<file path="src/rtl/mem_stall_ctrl.sv">
// MEM-stage access sequencer for a variable-latency data memory (req/ack handshake).
// It freezes the upstream pipeline while an access is outstanding and flags a sticky error on timeout.
module mem_stall_ctrl #(
  parameter int ADDR_W = 32,
  parameter int DATA_W = 32,
  parameter int TO_CYC = 255,
  parameter int TO_W   = 8,
  parameter int CNT_W  = 16
) (
  input  logic              clk_i,
  input  logic              start_i,
  input  logic              memread_i,
  input  logic              memwrite_i,
  input  logic [ADDR_W-1:0] addr_i,
  input  logic [DATA_W-1:0] wdata_i,
  output logic              mem_req_o,
  output logic              mem_we_o,
  output logic [ADDR_W-1:0] mem_addr_o,
  output logic [DATA_W-1:0] mem_wdata_o,
  input  logic              mem_ack_i,
  input  logic [DATA_W-1:0] mem_rdata_i,
  output logic              stall_o,
  output logic              memwb_bubble_o,
  output logic [DATA_W-1:0] rdata_o,
  output logic [CNT_W-1:0]  stall_cnt_o,
  output logic              err_o
);

  typedef enum logic [1:0] {
    IDLE = 2'd0,
    BUSY = 2'd1,
    DONE = 2'd2
  } state_t;

  localparam logic [TO_W-1:0] TO_LAST = TO_W'(TO_CYC - 1);

  state_t              state_q, state_d;
  logic                mem_req_q, mem_req_d;
  logic                mem_we_q, mem_we_d;
  logic [ADDR_W-1:0]   mem_addr_q, mem_addr_d;
  logic [DATA_W-1:0]   mem_wdata_q, mem_wdata_d;
  logic [DATA_W-1:0]   rdata_q, rdata_d;
  logic [CNT_W-1:0]    stall_cnt_q, stall_cnt_d;
  logic [TO_W-1:0]     to_cnt_q, to_cnt_d;
  logic                err_q, err_d;
  logic                acc_s;
  logic                timeout_s;
  logic                stall_s;

  assign acc_s     = memread_i | memwrite_i;
  // Ack in the last allowed BUSY cycle wins over the timeout.
  assign timeout_s = (state_q == BUSY) && !mem_ack_i && (to_cnt_q == TO_LAST);

  always_ff @(posedge clk_i or negedge start_i) begin
    if (!start_i) begin
      state_q <= IDLE;
    end else begin
      state_q <= state_d;
    end
  end

  always_comb begin
    state_d = state_q;
    case (state_q)
      IDLE:    state_d = acc_s ? BUSY : IDLE;
      BUSY:    state_d = (mem_ack_i || timeout_s) ? DONE : BUSY;
      DONE:    state_d = IDLE;
      default: state_d = IDLE;
    endcase
  end

  // Stall is combinational so the pipeline freezes in the same cycle the access is seen; reset forces it low.
  always_comb begin
    stall_s = 1'b0;
    if (!start_i) begin
      stall_s = 1'b0;
    end else begin
      case (state_q)
        IDLE:    stall_s = acc_s;
        BUSY:    stall_s = 1'b1;
        DONE:    stall_s = 1'b0;
        default: stall_s = 1'b0;
      endcase
    end
  end

  always_comb begin
    mem_req_d   = mem_req_q;
    mem_we_d    = mem_we_q;
    mem_addr_d  = mem_addr_q;
    mem_wdata_d = mem_wdata_q;
    rdata_d     = rdata_q;
    to_cnt_d    = to_cnt_q;
    err_d       = err_q;
    if (stall_s && (stall_cnt_q != {CNT_W{1'b1}})) begin
      stall_cnt_d = stall_cnt_q + {{(CNT_W-1){1'b0}}, 1'b1};
    end else begin
      stall_cnt_d = stall_cnt_q;
    end
    case (state_q)
      IDLE: begin
        if (acc_s) begin
          mem_req_d   = 1'b1;
          mem_we_d    = memwrite_i;
          mem_addr_d  = addr_i;
          mem_wdata_d = wdata_i;
          to_cnt_d    = {TO_W{1'b0}};
        end else begin
          mem_req_d   = 1'b0;
        end
      end
      BUSY: begin
        if (mem_ack_i) begin
          mem_req_d = 1'b0;
          if (!mem_we_q) begin
            rdata_d = mem_rdata_i;
          end else begin
            rdata_d = rdata_q;
          end
        end else if (timeout_s) begin
          mem_req_d = 1'b0;
          err_d     = 1'b1;
          rdata_d   = {DATA_W{1'b0}};
        end else begin
          to_cnt_d  = to_cnt_q + {{(TO_W-1){1'b0}}, 1'b1};
        end
      end
      DONE:    mem_req_d = 1'b0;
      default: mem_req_d = 1'b0;
    endcase
  end

  always_ff @(posedge clk_i or negedge start_i) begin
    if (!start_i) begin
      mem_req_q   <= 1'b0;
      mem_we_q    <= 1'b0;
      mem_addr_q  <= {ADDR_W{1'b0}};
      mem_wdata_q <= {DATA_W{1'b0}};
      rdata_q     <= {DATA_W{1'b0}};
      stall_cnt_q <= {CNT_W{1'b0}};
      to_cnt_q    <= {TO_W{1'b0}};
      err_q       <= 1'b0;
    end else begin
      mem_req_q   <= mem_req_d;
      mem_we_q    <= mem_we_d;
      mem_addr_q  <= mem_addr_d;
      mem_wdata_q <= mem_wdata_d;
      rdata_q     <= rdata_d;
      stall_cnt_q <= stall_cnt_d;
      to_cnt_q    <= to_cnt_d;
      err_q       <= err_d;
    end
  end

  assign mem_req_o      = mem_req_q;
  assign mem_we_o       = mem_we_q;
  assign mem_addr_o     = mem_addr_q;
  assign mem_wdata_o    = mem_wdata_q;
  assign rdata_o        = rdata_q;
  assign stall_cnt_o    = stall_cnt_q;
  assign err_o          = err_q;
  assign stall_o        = stall_s;
  assign memwb_bubble_o = stall_s;

endmodule

</file>
<file path="config.mk">
export PLATFORM = sky130hd
export DESIGN_NAME = mem_stall_ctrl
export DESIGN_NICKNAME = d
export VERILOG_FILES = /design/src/rtl/mem_stall_ctrl.sv
export SDC_FILE = /design/constraint.sdc
export NUM_CORES = 1
export LEC_CHECK = 0
export ABC_AREA = 1
export BUFFER_PORTS_ARGS = -buffer_cell sky130_fd_sc_hd__buf_2
export CORE_ASPECT_RATIO = 0.8
export CORE_MARGIN = 3
export CORE_UTILIZATION = 30
export CTS_BUF_LIST = sky130_fd_sc_hd__clkbuf_16
export CTS_CLUSTER_DIAMETER = 80
export DETAILED_ROUTE_END_ITERATION = 12
export PLACE_DENSITY = 0.59
export SETUP_SLACK_MARGIN = 0.4
export SLEW_MARGIN = 10
export SYNTH_ARGS = -nofsm -noshare
export SYNTH_HDL_FRONTEND = slang
export SYNTH_SLANG_ARGS = --single-unit
</file>
<file path="constraint.sdc">
create_clock -name clk_i -period 2.97 [get_ports clk_i]
set_input_delay 0.594 -clock clk_i [delete_from_list [all_inputs] [get_ports clk_i]]
set_output_delay 0.594 -clock clk_i [all_outputs]
set_load 0.03 [all_outputs]
</file>
==> impl_metrics.csv <==
group,metric,value,unit
run_status,status,"finished, final reports clean",
die,coreArea,17540,sq um
clock_tree,numCtsBuffers,17,
sta,layout_min_cycle_time,2431,ps
cells_and_area,drive_above_1_share,0.4394,
worst_hold_path,hold_class,"in2reg",
global_routing,grt_overflow,0,
clock_tree,ctsLongestPathBuffers,2,
cells_and_area,n_fill_cell,1729,
sta,finalMaxSlewViolations,0,
logic_synthesis,ys_seq_area_frac,0.5754,
logic_synthesis,syn-num-nets,622,
die,die-area,19780,sq um
critical_path,crit_path_max_incr_delay,530,ps
placement,post_dp_cell_area,6701,sq um
worst_hold_path,min_path_cells,3,
power,power.density,1212,nW/um^2
cells_and_area,antenna_cells,0,
logic_synthesis,syn_inst,518,
sta,relSlewSlack,0.6210,
logic_synthesis,syn_avg_cell_area,10.50,sq um
global_routing,grt_pass1_vias,4489,
global_routing,antenna_found_initial,0,
sta,setup_viol,0,
logic_synthesis,ys_types,28,
critical_path,crit_path_end_kind,"primary output",
placement,port_buffers,217,
flow_run,drv_cap,0,
critical_path,r2r_start,"stall_cnt_o[0]",
sta,finalSetupTns,0,ps
sta,holdWs,406.8,ps
clock_tree,cts.clk_slew.worst_paths,60,ps
critical_path,crit_path_start_kind,"input port",
logic_synthesis,ys_ff_latch,125,
die,rows,43,
detailed_routing,drt-vias-per-instance,4.518,
sta,period_share,0.8186,
cells_and_area,syn2layout_area_growth,34.87,%
sta,fin_skew,12.10,ps
detailed_routing,final_antenna_net_count,0,
global_routing,grt_usage,0.1420,
placement,dp_hpwl,9902,microns
detailed_routing,num_vias,4410,
global_routing,grt_pass1_wl,22760,microns
logic_synthesis,synth_area,5436,sq um
clock_tree,clk_latency,410,ps
detailed_routing,routedWlPerCell,14.10,microns
critical_path,required,2380,ps
critical_path,startpoint,"start_i",
detailed_routing,wirelength,13760,microns
power,total_power,8.888,mW
critical_path,rr_worst_depth,9,
clock_tree,cts_sinks,125,
critical_path,crit_fanout,11,
sta,hold_viol,0,
cells_and_area,design_area,7332,sq um
sta,worst_pin_slew,568.5,ps
logic_synthesis,yosysWarnings,0,
critical_path,crit_path_cell_trace,"dlygate4sd3_1 > buf_4 > a21boi_4 > buf_2",
die,pin_count,218,
clock_tree,h-tree-depth,4,
critical_path,worst-setup-path-type,"in2out",
global_routing,grt_start_max_net_pins,63,
worst_hold_path,min_from,"mem_rdata_i[21]",
sta,rsz0062_at_grt,"false",
power,power_leakage,3.764,nW
power,peakVddDrop,0.0006243,V
critical_path,worstPathArrival,1840,ps
clock_tree,cts_root_buf,"clkbuf_16",
critical_path,cpMaxStageDelayCell,"dlygate4sd3_1",
die,initial_core_util,0.3100,
die,die_height,126.4,microns
placement,dp.cells,943,
detailed_routing,first_pass_iters,4,
detailed_routing,drt_iter0_drc,294,
detailed_routing,drc,0,
cells_and_area,final_nets,842,
sta,max_freq,411.3,MHz
clock_tree,cts_tree,"yes",
placement,gp_congestion,0.7790,
die,die_x,156.5,microns
cells_and_area,final_cell_count_no_fill,976,
[registers in the layout (all words and copies together) (netlist names)]
| name | count |
|---|---|
| state_q | 2 |
| mem_req_o | 1 |
| err_o | 1 |
| mem_we_o | 1 |
| mem_wdata_o | 32 |
| rdata_o | 32 |
| mem_addr_o | 32 |
| stall_cnt_o | 16 |
| to_cnt_q | 8 |
[kinds of logic after synthesis]
logic type,after synthesis,share of synthesized area
AO/OA/AOI/OAI,19,0.02025
XOR/XNOR,8,0.01289
adder cells (fa/ha/maj),3,0.006905
buffers and inverters,48,0.04994
flip-flops,125,0.5754
multiplexers,64,0.1326
AND/OR/NAND/NOR,251,0.2021
[final cells by class]
| type | instances | area, sq um | share of cell area |
|---|---|---|---|
| clock buffer | 17 | 425.4 | 0.05802 |
| clock inverter | 15 | 187.7 | 0.02560 |
| inverter | 23 | 86.33 | 0.01177 |
| multi-input combinational | 345 | 2052 | 0.2799 |
| sequential | 125 | 3128 | 0.4266 |
| tap | 225 | 281.5 | 0.03840 |
| timing repair buffer | 226 | 1171 | 0.1597 |
[through the flow]
step	worst slack [ps]	utilization
global route	464.4	0.4180
CTS	476.0	0.4176
finish	538.8	0.4180
detailed placement	916.7	0.3821
floorplan	827.8	-
global placement	940.4	0.3821
[path summary, 6_finish.rpt]
| kind | slack (ps) | to |
|---|---|---|
| max in group asynchronous | 1030 | mem_wdata_o[0] |
| worst min-delay path | 410 | rdata_o[21] |
| worst max-delay path | 540 | stall_o |
| min in group asynchronous | 580 | stall_cnt_o[8] |
| worst min register to register | 470 | err_o |
| worst max register to register | 980 | stall_cnt_o[14] |
[power breakdown]
group	leakage, nW	internal, mW	total [mW]	switching [mW]
sequential	1.55	2.45	2.88	0.427
combinational	1.92	1.29	3.87	2.58
clock	0.298	1.33	2.14	0.803
total	3.76	5.08	8.89	3.81
[worst max-delay path: cells and delay by family]
kind | cells | cell delay, ps
buffers and inverters | 3 | 970
AOI/OAI and AO/OA | 1 | 260
[metal layers]
metal / global-route usage / routed length (microns) / vias to the layer above
met2: 0.2072 / 5870 / 172
met1: 0.1937 / 6386 / 2057
met4: 0.04220 / 178 / 0
li1: - / - / 2165
met3: 0.05866 / 1324 / 16
met5: 0 / 0 / -
[Yosys cell counts]
cell type,instances,share of area
clkbuf_1,3,0.0021
o21bai_1,2,0.0028
xor2_1,8,0.013
buf_6,5,0.010
nor2_4,1,0.0021
nor2_2,1,0.0012
nand3_2,1,0.0018
ha_1,3,0.0069
buf_2,13,0.012
or2_1,1,0.0012
nor3_2,1,0.0018
nand2_2,2,0.0023
inv_2,1,0.00069
nand2_1,132,0.091
o21ai_0,9,0.0083
inv_1,22,0.015
nand3b_1,1,0.0014
nand3_1,80,0.074
o21ai_2,1,0.0016
nand4_1,6,0.0069
buf_8,3,0.0083
nand2_4,1,0.0021
mux2_2,64,0.13
a21boi_2,1,0.0021
nor2_1,24,0.017
buf_4,1,0.0014
dfrtp_1,125,0.58
o21ai_1,6,0.0055
[cell usage in the layout, fill, tap and decap left out, drive strengths merged]
master and count:
nor2 26, o21ai 16, dlygate4sd3 1, buf 225, inv 27, xor2 8
or2 1, nand3b 1, o21bai 2, nand3 81, clkbuf 17, bufinv 3
a21boi 1, nor3 1, nand2 135, dfrtp 125, clkinvlp 1, ha 3
mux2 64, nand4 6, clkinv 7
[repair_timing]
action / in CTS / in global routing
hold buffers: 1 / 0
setup buffers: 0 / 0
endpoints found under the setup margin: 0 / 2
hold endpoints to repair: 4 / 0
gates resized for setup: 0 / 1
Note: power is estimated with default switching activity, not from simulation.
